<file path="src/rtl/operand_fetch.sv">
`timescale 1ns/1ps
// ---------------------------------------------------------------------------
// operand_fetch
//
// Operand-fetch stage between decode and issue. Accepts decoded instructions,
// drives the two synchronous register-file read ports, tracks in-flight
// destination registers in a 32-entry scoreboard, stalls on RAW/WAW hazards
// and presents the instruction plus operands to issue over valid/ready.
//
// Two stages:
//   F1 - combinational accept, read strobes issued to the register file
//   F2 - output register; operands come from the register-file data (valid
//        one cycle after the strobe) or from a captured forward value
//
// Optional feature (compile-time macro):
//   OPERAND_FETCH_BYPASS_EN - same-cycle write-back forwarding. A write to a
//   pending register releases the hazard in the same cycle and the write data
//   is captured into F2 in place of the (stale) register-file data.
//
// Ports:
//   clk_i, resetb_i        clock, asynchronous active-low reset
//   clk_en_i               global clock enable (low freezes all state)
//   dec_*                  decode-side handshake, sources, destination, payload
//   rreg_a_* / rreg_b_*    register-file read ports (a = rs1, b = rs2)
//   wreg_a_* / wreg_b_*    write-back snoop (same nets as the register file)
//   iss_*                  issue-side handshake, operands, destination, payload
//   kill_i                 flush: drop F2 and clear the scoreboard
// ---------------------------------------------------------------------------
module operand_fetch #(
  parameter int P_XLEN    = 32,
  parameter int P_PAYLOAD = 32
) (
  input  logic                 clk_i,
  input  logic                 resetb_i,
  input  logic                 clk_en_i,
  // decode
  input  logic                 dec_valid_i,
  output logic                 dec_ready_o,
  input  logic [4:0]           dec_rs1_addr_i,
  input  logic [4:0]           dec_rs2_addr_i,
  input  logic                 dec_rs1_used_i,
  input  logic                 dec_rs2_used_i,
  input  logic [4:0]           dec_rd_addr_i,
  input  logic                 dec_rd_wr_i,
  input  logic [P_PAYLOAD-1:0] dec_payload_i,
  // register-file read ports
  output logic                 rreg_a_rd_o,
  output logic [4:0]           rreg_a_addr_o,
  input  logic [P_XLEN-1:0]    rreg_a_data_i,
  output logic                 rreg_b_rd_o,
  output logic [4:0]           rreg_b_addr_o,
  input  logic [P_XLEN-1:0]    rreg_b_data_i,
  // write-back snoop
  input  logic                 wreg_a_wr_i,
  input  logic [4:0]           wreg_a_addr_i,
  input  logic [P_XLEN-1:0]    wreg_a_data_i,
  input  logic                 wreg_b_wr_i,
  input  logic [4:0]           wreg_b_addr_i,
  input  logic [P_XLEN-1:0]    wreg_b_data_i,
  // issue
  output logic                 iss_valid_o,
  input  logic                 iss_ready_i,
  output logic [P_XLEN-1:0]    iss_rs1_data_o,
  output logic [P_XLEN-1:0]    iss_rs2_data_o,
  output logic [4:0]           iss_rd_addr_o,
  output logic                 iss_rd_wr_o,
  output logic [P_PAYLOAD-1:0] iss_payload_o,
  // flush
  input  logic                 kill_i
);

  // F2 state
  logic                 f2_valid_q;
  logic                 f2_rs1_act_q;
  logic                 f2_rs2_act_q;
  logic [4:0]           f2_rd_addr_q;
  logic                 f2_rd_wr_q;
  logic [P_PAYLOAD-1:0] f2_payload_q;

  // scoreboard: one bit per architectural register with a writer in flight
  logic [31:0] pending_q;
  logic [31:0] pending_d;

  logic [31:0] wr_clr;
  logic [31:0] busy;
  logic        rs1_act;
  logic        rs2_act;
  logic        rd_act;
  logic        f2_rd_act;
  logic        hazard;
  logic        accept;
  logic        handoff;

  // x0 is never a real source or destination
  assign rs1_act   = dec_rs1_used_i && (dec_rs1_addr_i != 5'd0);
  assign rs2_act   = dec_rs2_used_i && (dec_rs2_addr_i != 5'd0);
  assign rd_act    = dec_rd_wr_i && (dec_rd_addr_i != 5'd0);
  assign f2_rd_act = f2_rd_wr_q && (f2_rd_addr_q != 5'd0);

  // registers written back this cycle on either snoop port
  always_comb begin
    wr_clr = '0;
    if (wreg_a_wr_i && (wreg_a_addr_i != 5'd0)) wr_clr[wreg_a_addr_i] = 1'b1;
    if (wreg_b_wr_i && (wreg_b_addr_i != 5'd0)) wr_clr[wreg_b_addr_i] = 1'b1;
  end

  // Registers that cannot be read or written yet. The producer still sitting
  // in F2 has not set its pending bit, so it is folded in here directly.
  always_comb begin
`ifdef OPERAND_FETCH_BYPASS_EN
    busy = pending_q & ~wr_clr;
`else
    busy = pending_q;
`endif
    if (f2_valid_q && f2_rd_act) busy[f2_rd_addr_q] = 1'b1;
  end

  // one rule covers RAW on both sources and WAW on the destination
  assign hazard = (rs1_act && busy[dec_rs1_addr_i]) ||
                  (rs2_act && busy[dec_rs2_addr_i]) ||
                  (rd_act  && busy[dec_rd_addr_i]);

  assign dec_ready_o = resetb_i && clk_en_i && !kill_i &&
                       (!f2_valid_q || iss_ready_i) && !hazard;
  assign accept      = dec_valid_i && dec_ready_o;
  assign handoff     = f2_valid_q && iss_ready_i && clk_en_i;

  assign rreg_a_rd_o   = accept && dec_rs1_used_i;
  assign rreg_b_rd_o   = accept && dec_rs2_used_i;
  assign rreg_a_addr_o = dec_rs1_addr_i;
  assign rreg_b_addr_o = dec_rs2_addr_i;

  // set on handoff wins over a same-cycle clear of the same register
  always_comb begin
    pending_d = pending_q & ~wr_clr;
    if (handoff && f2_rd_act) pending_d[f2_rd_addr_q] = 1'b1;
  end

  always_ff @(posedge clk_i or negedge resetb_i) begin
    if (!resetb_i) begin
      f2_valid_q   <= 1'b0;
      f2_rs1_act_q <= 1'b0;
      f2_rs2_act_q <= 1'b0;
      f2_rd_addr_q <= '0;
      f2_rd_wr_q   <= 1'b0;
      f2_payload_q <= '0;
      pending_q    <= '0;
    end else if (clk_en_i) begin
      if (kill_i) begin
        f2_valid_q <= 1'b0;
        pending_q  <= '0;
      end else begin
        pending_q <= pending_d;
        if (accept) begin
          f2_valid_q   <= 1'b1;
          f2_rs1_act_q <= rs1_act;
          f2_rs2_act_q <= rs2_act;
          f2_rd_addr_q <= dec_rd_addr_i;
          f2_rd_wr_q   <= dec_rd_wr_i;
          f2_payload_q <= dec_payload_i;
        end else if (handoff) begin
          f2_valid_q <= 1'b0;
        end
      end
    end
  end

`ifdef OPERAND_FETCH_BYPASS_EN
  logic              fwd1_hit;
  logic              fwd2_hit;
  logic [P_XLEN-1:0] fwd1_data;
  logic [P_XLEN-1:0] fwd2_data;
  logic              f2_fwd1_q;
  logic              f2_fwd2_q;
  logic [P_XLEN-1:0] f2_fwd1_data_q;
  logic [P_XLEN-1:0] f2_fwd2_data_q;

  // The register file returns the pre-write value on a same-cycle read, so
  // the write data is taken from the snoop instead. Port b is checked last
  // so it wins when both ports hit the same register.
  always_comb begin
    fwd1_hit  = 1'b0;
    fwd1_data = '0;
    fwd2_hit  = 1'b0;
    fwd2_data = '0;
    if (rs1_act && wreg_a_wr_i && (wreg_a_addr_i == dec_rs1_addr_i)) begin
      fwd1_hit  = 1'b1;
      fwd1_data = wreg_a_data_i;
    end
    if (rs1_act && wreg_b_wr_i && (wreg_b_addr_i == dec_rs1_addr_i)) begin
      fwd1_hit  = 1'b1;
      fwd1_data = wreg_b_data_i;
    end
    if (rs2_act && wreg_a_wr_i && (wreg_a_addr_i == dec_rs2_addr_i)) begin
      fwd2_hit  = 1'b1;
      fwd2_data = wreg_a_data_i;
    end
    if (rs2_act && wreg_b_wr_i && (wreg_b_addr_i == dec_rs2_addr_i)) begin
      fwd2_hit  = 1'b1;
      fwd2_data = wreg_b_data_i;
    end
  end

  always_ff @(posedge clk_i or negedge resetb_i) begin
    if (!resetb_i) begin
      f2_fwd1_q      <= 1'b0;
      f2_fwd2_q      <= 1'b0;
      f2_fwd1_data_q <= '0;
      f2_fwd2_data_q <= '0;
    end else if (clk_en_i && !kill_i && accept) begin
      f2_fwd1_q      <= fwd1_hit;
      f2_fwd2_q      <= fwd2_hit;
      f2_fwd1_data_q <= fwd1_data;
      f2_fwd2_data_q <= fwd2_data;
    end
  end

  assign iss_rs1_data_o = f2_fwd1_q ? f2_fwd1_data_q :
                          (f2_rs1_act_q ? rreg_a_data_i : '0);
  assign iss_rs2_data_o = f2_fwd2_q ? f2_fwd2_data_q :
                          (f2_rs2_act_q ? rreg_b_data_i : '0);
`else
  // write data is only needed for forwarding
  logic unused_wdata;
  assign unused_wdata = ^{wreg_a_data_i, wreg_b_data_i};

  assign iss_rs1_data_o = f2_rs1_act_q ? rreg_a_data_i : '0;
  assign iss_rs2_data_o = f2_rs2_act_q ? rreg_b_data_i : '0;
`endif

  assign iss_valid_o   = f2_valid_q;
  assign iss_rd_addr_o = f2_rd_addr_q;
  assign iss_rd_wr_o   = f2_rd_wr_q;
  assign iss_payload_o = f2_payload_q;

endmodule

</file>
<file path="config.mk">
export PLATFORM = sky130hd
export DESIGN_NAME = operand_fetch
export DESIGN_NICKNAME = d
export VERILOG_FILES = /design/src/rtl/operand_fetch.sv
export SDC_FILE = /design/constraint.sdc
export NUM_CORES = 1
export LEC_CHECK = 0
export ABC_AREA = 1
export CORE_MARGIN = 3
export CORE_UTILIZATION = 36
export DETAILED_ROUTE_END_ITERATION = 6
export HOLD_SLACK_MARGIN = 0.15
export PLACE_DENSITY = 0.9
export REMOVE_ABC_BUFFERS = 1
export SLEW_MARGIN = 20
export SYNTH_ARGS = -nofsm -noshare
export SYNTH_HDL_FRONTEND = slang
export SYNTH_SLANG_ARGS = --single-unit
</file>
<file path="constraint.sdc">
create_clock -name clk_i -period 2.2 [get_ports clk_i]
set_clock_uncertainty 0.05 [all_clocks]
set_input_delay 0.22 -clock clk_i [delete_from_list [all_inputs] [get_ports clk_i]]
set_output_delay 0.22 -clock clk_i [all_outputs]
set_load 0.02 [all_outputs]
</file>
==> qor.yml <==
yosys:
  ys_ff_latch: 73
  synth.distinct_cells: 32
  synthCells: 931
  syn_avg_cell_area_um2: 6.15
  synth_seq_area_share_pct: 31.9
  synth_top_area_share_pct: 31.9
  yosysTopAreaCell: "dfrtp_1"
  yosys_warnings: 0
  synth_area_leaders: "dfrtp_1 32%, nand2_1 14%, nand3_1 13%"
  syn_area_um2: 5730
worst_setup_path:
  critPathTopFamily: "simple AND/OR/NAND/NOR gates"
  path_buf_inv: 4
  crit_type: "register to output port"
  crit_path_start_kind: "register"
  crit_slowest_cell: "dfrtp_2"
  path_max_fanout: 5
  end_kind: "output port"
  crit_path_frequent_cell: "nand3_2"
  required_ns: 1.93
  crit_arrival_ns: 2.62
  cp_cell_sequence: "nor2_4 -> buf_6 -> clkinvlp_4 -> buf_6 -> nor2_4 -> nand3_2 -> nand3_2 -> nand3_2 -> nand3_2 -> nand3_2 -> nand3_2 -> nand2_2 -> nor2_4 -> nor2_4 -> nand3_4 -> nor2_1 -> buf_4"
  slowest_delay_ns: 0.44
sta:
  fmax_mhz: 346
  period_share_pct: 132
  worstMarginPinSlew_ns: 0.649
  setup_viol_count_final: 44
  relSlewSlack_pct: 56.7
  finalCriticalPeriod_ns: 2.89
  grt_setup_unrepaired: "yes"
  layout_setup_ws_ns: -0.693
  drv_slew: 0
  hold_viol_final: 0
detailed_routing:
  drtIter0Drc: 968
  drc_errors: 17
  ant_nets: 0
  wl_per_cell_um: 18.6
  firstDrtPassIters: 7
  vias_per_cell: 5.34
  wirelength_um: 28400
  dr_total_vias: 8180
pwr:
  p_leak_nw: 5.46
  peakVddDrop_uv: 667
  power_density_nw_per_um2: 662
global_route:
  grtUsageTotal_pct: 30.9
  antenna_found_initial: 0
  grt_pass1_vias: 7929
  grt_max_degree: 51
  grt_overflow_total: 0
  grt_pass1_wl_um: 43000
place:
  dpl_cell_area_um2: 9260
  portBuffers: 247
  dpl.hpwl_um: 19700
  place.gp.congestion: 1.08
  dp.cells: 1470
hold_path:
  min_path_type: "input port to register"
clocking:
  worstSkewPairLatency_ns: 0.36
  clkSinkCount: 73
  cts_max_path_buffers: 2
  cts_root_buf: "clkbuf_16"
  clk_pin_slew_ns: 0.06
  cts_tree: "yes"
  htree_levels: 3
  cts_buffers: 9
status:
  outcome: "finished, violations left"
  violations: "DRC, setup timing"
finish:
  layout_common_cells: "243 x clkdlybuf4s50_1, 190 x nand2_1, 181 x inv_1"
  final_cells: 1532
  synthToLayoutAreaGrowth_pct: 89.3
  antennaDiodeCount: 0
  drive_gt1_share_pct: 23.7
  layout.nets: 1512
  layout_commonest_cell: "clkdlybuf4s50_1"
  final_cell_area_um2: 10800
floorplanning:
  dieArea_um2: 17500
  core_um2: 15400
  ios: 312
  die_width_um: 132
  die_h_um: 132
  start_util_pct: 37.3
  rows: 45
flow_run:
  drv_cap: 0
[area by class of cell]
class	instances	area, um2
Fill cell	1175	4530
Timing Repair Buffer	423	4350
Multi-Input combinational cell	620	3340
Sequential cell	73	1830
Inverter	189	716
Tap cell	211	264
Clock buffer	10	229
Clock inverter	6	113
[power breakdown]
part           leakage, nW  total, mW  switching (mW)  internal (mW)
Clock                0.167       1.76           0.648           1.12
Combinational         4.33       3.65            1.94           1.71
Sequential           0.964       1.76           0.196           1.57
[per-stage QoR]
stage | util, % | setup TNS, ns | hold slack (ns) | setup slack, ns | total power [mW]
2_1_floorplan | - | -38.33 | -0.126 | -1.16 | 3.02
6_report | 70.5 | -27.66 | 0.347 | -0.693 | 7.17
3_5_place_dp | 60.3 | -34.51 | 0.243 | -0.863 | 4.87
4_1_cts | 68.1 | -24.04 | 0.344 | -0.588 | 6.87
3_3_place_gp | 60.3 | -32.64 | 0.241 | -0.803 | 4.83
5_1_grt | 70.5 | -32.85 | 0.366 | -0.801 | 7.46
[kinds of logic (layout without fill, tap and decap cells)]
group	Yosys count	count (layout)	share of synthesized area [%]
buffers and inverters	238	628	17.4
AOI/OAI and AO/OA	171	171	17.1
DFF	73	73	31.9
and+or+nand+nor	449	449	33.6
[tightest hold or removal path, delay by kind of cell]
kind / cells / cell delay [ns]
AOI/OAI and AO/OA: 1 / 0.06
buffers and inverters: 2 / 0.44
[flip-flops by register name, summed over array words and instances (netlist names)]
register / count
f2_rs2_act_q: 1
iss_valid_o: 1
f2_rs1_act_q: 1
iss_rd_addr_o: 5
iss_rd_wr_o: 1
pending_q: 32
iss_payload_o: 32
[synth_stat cells, drive strengths merged]
cell type and number:
a211oi 5, a21oi 47, a221oi 6, a31oi 10, a32oi 1, a41oi 1
buf 23, clkbuf 26, clkinv 5, dfrtp 73, inv 184, nand2 220
nand3 151, nand4 2, nor2 70, nor3 6, o2111ai 1, o211ai 1
o21ai 66, o221a 2, o22ai 27, o32ai 2, o41ai 2
[metal layers]
metal	global-route usage [%]	wire, um
met1	39.1	10800
met2	50.5	13600
met3	8.09	2820
met4	11.8	1180
met5	0	0
[path summary, 6_finish.rpt]
check | startpoint | end | slack, ns | cells past startpoint
setup reg to reg | iss_rd_addr_o[0] | iss_payload_o[22] | -0.67 | 21
hold reg to reg | iss_payload_o[9] | iss_payload_o[9] | 0.44 | 2
min in group asynchronous | resetb_i | pending_q[5] | 0.42 | 3
setup / recovery | iss_rd_addr_o[0] | rreg_b_rd_o | -0.69 | 17
hold / removal | dec_payload_i[13] | iss_payload_o[13] | 0.35 | 3
max in group asynchronous | resetb_i | iss_rd_addr_o[4] | 0.66 | 4
[what timing repair did]
| item | CTS | global route |
|---|---|---|
| hold buffers | 1 | 0 |
| pin swaps | 10 | 25 |
| setup endpoints to repair | 44 | 44 |
| cloned | 13 | 1 |
| resized for setup | 117 | 70 |
| setup buffers | 21 | 11 |
| hold endpoints to repair | 23 | 0 |
(Power assumes the default switching activity.)
